File: src/rtl/fetch_sequencer_pkg.sv
// Shared definitions for the instruction fetch sequencer.
// Holds the 3-bit state encoding used by the FSM and the bench.
package fetch_sequencer_pkg;

    localparam logic [2:0] ST_IDLE  = 3'd0;
    localparam logic [2:0] ST_ADDR  = 3'd1;
    localparam logic [2:0] ST_MEM   = 3'd2;
    localparam logic [2:0] ST_IR    = 3'd3;
    localparam logic [2:0] ST_VALID = 3'd4;
    localparam logic [2:0] ST_JUMP  = 3'd5;

    typedef enum logic [2:0] {
        S_IDLE  = ST_IDLE,
        S_ADDR  = ST_ADDR,
        S_MEM   = ST_MEM,
        S_IR    = ST_IR,
        S_VALID = ST_VALID,
        S_JUMP  = ST_JUMP
    } fs_state_t;

endpackage

File: src/rtl/fetch_timeout_counter.sv
// Watchdog for the MEM wait: counts cycles without ack.
// Ports: clk, clr (sync reset), i_clear, i_enable, o_expired.
module fetch_timeout_counter
    import fetch_sequencer_pkg::*;
#(
    parameter int TIMEOUT = 15
) (
    input  logic clk,
    input  logic clr,
    input  logic i_clear,
    input  logic i_enable,
    output logic o_expired
);

    localparam int CW = $clog2(TIMEOUT + 1);

    logic [CW-1:0] r_count;

    always_ff @(posedge clk) begin
        if (clr || i_clear) begin
            r_count <= '0;
        end else if (i_enable) begin
            r_count <= r_count + CW'(1);
        end
    end

    // Last waiting cycle; the FSM leaves MEM here, so no wrap.
    assign o_expired = (r_count == CW'(TIMEOUT - 1));

endmodule

File: src/rtl/fetch_sequencer.sv
// Fetch/jump control sequencer driving PC, MAR, IR strobes and mem req.
// Ports: clk, clr, fetch_start, jmp_req, jmp_target, mem_ack, instr_taken
// in; PC/MAR/IR strobes, mem_req, bus_out/bus_oe, instr_valid, busy,
// fetch_err out. All outputs are decodes of registered state.
module fetch_sequencer
    import fetch_sequencer_pkg::*;
#(
    parameter int DATA_WIDTH = 16,
    parameter int TIMEOUT    = 15
) (
    input  logic                  clk,
    input  logic                  clr,
    input  logic                  fetch_start,
    input  logic                  jmp_req,
    input  logic [DATA_WIDTH-1:0] jmp_target,
    input  logic                  mem_ack,
    input  logic                  instr_taken,
    output logic                  pc_read,
    output logic                  pc_notWrite,
    output logic                  pc_inc,
    output logic                  mar_load,
    output logic                  ir_load,
    output logic                  mem_req,
    output logic [DATA_WIDTH-1:0] bus_out,
    output logic                  bus_oe,
    output logic                  instr_valid,
    output logic                  busy,
    output logic                  fetch_err
);

    fs_state_t             r_state;
    fs_state_t             w_next;
    logic                  r_err;
    logic [DATA_WIDTH-1:0] r_bus;
    logic                  w_expired;
    logic                  w_in_mem;
    logic                  w_timeout;
    logic                  w_take_jump;

    assign w_in_mem    = (r_state == S_MEM);
    assign w_timeout   = w_in_mem && !mem_ack && w_expired;
    assign w_take_jump = (r_state == S_IDLE) && jmp_req;

    fetch_timeout_counter #(
        .TIMEOUT (TIMEOUT)
    ) u_tmo (
        .clk       (clk),
        .clr       (clr),
        .i_clear   (!w_in_mem),
        .i_enable  (w_in_mem && !mem_ack),
        .o_expired (w_expired)
    );

    always_ff @(posedge clk) begin
        if (clr) begin
            r_state <= S_IDLE;
            r_err   <= 1'b0;
            r_bus   <= '0;
        end else begin
            r_state <= w_next;
            if (w_timeout) begin
                r_err <= 1'b1;
            end else if (w_take_jump) begin
                r_err <= 1'b0;
            end
            // Target is captured so bus_out stays a pure state decode.
            r_bus <= w_take_jump ? jmp_target : '0;
        end
    end

    always_comb begin
        w_next      = r_state;
        pc_read     = 1'b0;
        pc_notWrite = 1'b1;
        pc_inc      = 1'b0;
        mar_load    = 1'b0;
        ir_load     = 1'b0;
        mem_req     = 1'b0;
        bus_oe      = 1'b0;
        instr_valid = 1'b0;
        unique case (r_state)
            S_IDLE: begin
                if (jmp_req) begin
                    w_next = S_JUMP;
                end else if (fetch_start && !r_err) begin
                    w_next = S_ADDR;
                end
            end
            S_ADDR: begin
                pc_read  = 1'b1;
                mar_load = 1'b1;
                w_next   = S_MEM;
            end
            S_MEM: begin
                mem_req = 1'b1;
                if (mem_ack) begin
                    w_next = S_IR;
                end else if (w_expired) begin
                    w_next = S_IDLE;
                end
            end
            S_IR: begin
                ir_load = 1'b1;
                pc_inc  = 1'b1;
                w_next  = S_VALID;
            end
            S_VALID: begin
                instr_valid = 1'b1;
                if (instr_taken) begin
                    w_next = S_IDLE;
                end
            end
            S_JUMP: begin
                bus_oe      = 1'b1;
                pc_notWrite = 1'b0;
                w_next      = S_IDLE;
            end
            default: begin
                w_next = S_IDLE;
            end
        endcase
    end

    assign bus_out   = r_bus;
    assign busy      = (r_state != S_IDLE);
    assign fetch_err = r_err;

endmodule

File: config.mk
export PLATFORM = sky130hd
export DESIGN_NAME = fetch_sequencer
export DESIGN_NICKNAME = d
export VERILOG_FILES = /design/src/rtl/fetch_sequencer_pkg.sv /design/src/rtl/fetch_timeout_counter.sv /design/src/rtl/fetch_sequencer.sv
export SDC_FILE = /design/constraint.sdc
export NUM_CORES = 1
export LEC_CHECK = 0
export BUFFER_PORTS_ARGS = -buffer_cell sky130_fd_sc_hd__buf_2
export CORE_MARGIN = 2
export CORE_UTILIZATION = 30
export DETAILED_ROUTE_END_ITERATION = 8
export GPL_TIMING_DRIVEN = 0
export PLACE_DENSITY = 0.67
export SKIP_LAST_GASP = 1
export SYNTH_ARGS = -nofsm -noshare
export SYNTH_HDL_FRONTEND = slang
export SYNTH_SLANG_ARGS = --single-unit
export TNS_END_PERCENT = 1
File: constraint.sdc
create_clock -name clk -period 2.8 [get_ports clk]
set_input_delay 0.14 -clock clk [delete_from_list [all_inputs] [get_ports clk]]
set_output_delay 0.14 -clock clk [all_outputs]
set_load 0.02 [all_outputs]
==> results.py <==
metrics = {
    "die": {
        "num_rows": 20,
        "fp.dieW_um": 59.3,
        "core_um2": 2980,
        "die-area_um2": 3520,
        "top_level_ports": 48,
        "start_util_pct": 30.8,
        "die_y_um": 59.3,
    },
    "detailed_routing": {
        "top_layer": "met4",
        "dr.first_iter.drc_count": 6,
        "drt_wl_total_um": 1730,
        "vias": 725,
        "routedWlPerCell_um": 10.2,
        "wl_met1_um": 668,
        "dr_wl_met3_um": 90,
        "post-route-drc-count": 0,
        "drtAntennaViolNets": 0,
        "vias_per_cell": 4.29,
        "wl_met2_um": 955,
        "firstDrtPassIters": 2,
    },
    "timing": {
        "maxSlewViolCount": 0,
        "fin_crit_ns": 1.61,
        "layout_setup_ws_ns": 1.19,
        "maxSlewHeadroom_pct": 83.8,
        "setup_tns_ns": 0,
        "skew_ns": 0.00730,
        "worst_pin_slew_ns": 0.240,
        "finalSetupViolations": 0,
        "finalCritPeriodShare_pct": 57.4,
        "rsz0062_at_grt": "false",
        "hold_viol": 0,
        "fmax_mhz": 622,
    },
    "power_and_ir_drop": {
        "pwr-share-seq_pct": 55.7,
        "swShare_pct": 27.8,
        "power.switching_uw": 186,
        "vdd_drop_max_mv": 0.159,
        "clkPwrFrac_pct": 21.9,
        "combPwrFrac_pct": 22.4,
        "powerDensity_nw_per_um2": 549,
        "p_int_uw": 482,
        "cellLeakagePower_uw": 0.000626,
    },
    "placement": {
        "gp_congestion": 0.709,
        "io_buffer_count": 47,
        "pre_cts_ws_ns": 1.55,
        "place_hpwl_um": 1420,
        "placed_area_um2": 1190,
    },
    "grt": {
        "gr-total-overflow": 0,
        "grt_first_pass_wirelength_um": 2680,
        "grt_pass1_vias": 659,
        "grt_start_max_net_pins": 13,
        "grt.total_usage_pct": 10.1,
        "antenna_found_initial": 0,
    },
    "hold_path": {
        "min-delay-path-class": "in2reg",
    },
    "setup_path": {
        "start_kind": "register",
        "path_max_fanout": 10,
        "end_kind": "output port",
        "crit_type": "reg2out",
        "critical_path_required_ns": 2.66,
        "cp.arrival_ns": 1.47,
    },
    "logic_synthesis": {
        "yosys.area_share.simple_pct": 32.7,
        "muxShareOfSynthArea_pct": 0,
        "netlist_area_um2": 918,
        "synth.top_cell.area_share_pct": 52.3,
        "synth_top_family_by_area": "simple AND/OR/NAND/NOR gates",
        "ys_types": 25,
        "synth_nets": 110,
        "yosysSeqAreaShare_pct": 52.3,
        "post_synth_fa_ha_maj_area_fraction_pct": 2.72,
        "syn_inst": 86,
        "ys_warn_count": 0,
        "synth.area.top_cells": "dfxtp_1 52%, and2_4 9.5%, and2_2 5.7%, nor2b_1 4.1%, ha_1 2.7%",
        "synth-seq-cells": 24,
        "synth_top_area_cell": "dfxtp_1",
        "synth-compound-area-share_pct": 3.95,
        "avgSynthCellArea_um2": 10.7,
        "synth_xor_area_share_pct": 2.86,
    },
    "clocking": {
        "cts_buffer_depth": 2,
        "root_buffer": "clkbuf_4",
        "cts_hold_buf": 0,
        "htreeDepth": 1,
        "cts.repair.resized": 0,
        "clk_latency_ns": 0.30,
        "cts_tree": "done",
        "post_cts_buffers": 0,
        "cts.clk_slew.worst_paths_ns": 0.13,
        "cts-buffers-inserted": 3,
        "clock_sinks": 24,
    },
    "layout": {
        "final_cell_area_um2": 1220,
        "fillers": 313,
        "drive_above_1_share_pct": 56.6,
        "layout_common_cells": "47 x buf_2, 24 x dfxtp_1, 10 x and2_4, 7 x and2_2",
        "area_delta_synth_final_pct": 32.6,
        "antenna_cells": 0,
        "nNetsFinal": 162,
        "utilization_pct": 40.9,
        "layout_commonest_cell": "buf_2",
    },
    "status": {
        "status": "finished, final reports clean",
    },
    "job": {
        "max-cap-violations": 0,
    },
}
synth_stat cells:
cell type   n
a211oi_1    1
a21oi_1     3
and2_2      7
and2_4     10
and2b_2     2
and3_4      1
buf_4       2
buf_8       1
clkbuf_2    1
dfxtp_1    24
ha_1        2
inv_1       4
nand2_1     3
nand4b_1    2
nor2_1      6
nor2_2      1
nor2b_1     6
nor3_1      1
nor4b_1     2
o21ai_0     1
o32ai_1     1
or2_2       1
or3_2       1
xnor2_1     1
xor2_1      2
power groups by stage:
stage	clock network (µW)	logic [µW]	registers, µW
after floorplan	0	84.1	395
after global placement	0	148	379
after detailed placement	0	152	380
after CTS	152	152	372
after global routing	169	163	375
final	146	150	372
worst max-delay path, cell delays in order (launching register included):
cell and delay (ns):
dfxtp_1 0.34, clkbuf_2 0.18, or2_2 0.33, inv_1 0.08
buf_4 0.10, buf_2 0.14
layer usage:
| layer | GRT usage (%) | vias to the layer above |
|---|---|---|
| li1 | - | 373 |
| met1 | 11.3 | 334 |
| met2 | 17.7 | 16 |
| met3 | 2.62 | 2 |
| met4 | 4.87 | 0 |
| met5 | 0 | - |
kinds of logic after synthesis:
kind of cell / count (synthesis)
AO/OA/AOI/OAI: 6
adder cells (fa/ha/maj): 2
AND/OR/NAND/NOR: 43
XOR/XNOR: 3
buffers and inverters: 8
flip-flops: 24
worst paths after layout:
kind,cells past startpoint,start,end,slack [ns]
setup reg to reg,4,r_state[1],bus_out[8],1.68
setup / recovery,5,r_state[2],pc_inc,1.19
hold reg to reg,2,fetch_err,fetch_err,0.52
hold / removal,2,clr,r_state[2],0.03
layout make-up:
class | instances | area (µm²) | area share (%)
multi-input combinational | 54 | 388 | 31.9
buffer | 4 | 35.0 | 2.88
clock buffer | 3 | 22.5 | 1.85
timing repair buffer | 47 | 235 | 19.3
tap | 33 | 41.3 | 3.39
sequential | 24 | 480 | 39.5
inverter | 4 | 15.0 | 1.23
state kept, by name, indices dropped and copies added (netlist names):
| name | cells |
|---|---|
| bus_out | 16 |
| fetch_err | 1 |
| u_tmo.r_count | 4 |
| r_state | 3 |
through the flow:
step / total power, µW / hold slack [ns] / instances
2_1_floorplan: 479 / 0.209 / 86
3_3_place_gp: 527 / 0.355 / 166
3_5_place_dp: 532 / 0.357 / 166
4_1_cts: 676 / 0.0149 / 169
5_1_grt: 706 / 0.0141 / 169
6_report: 668 / 0.0278 / 169
(Power assumes the default switching activity.)
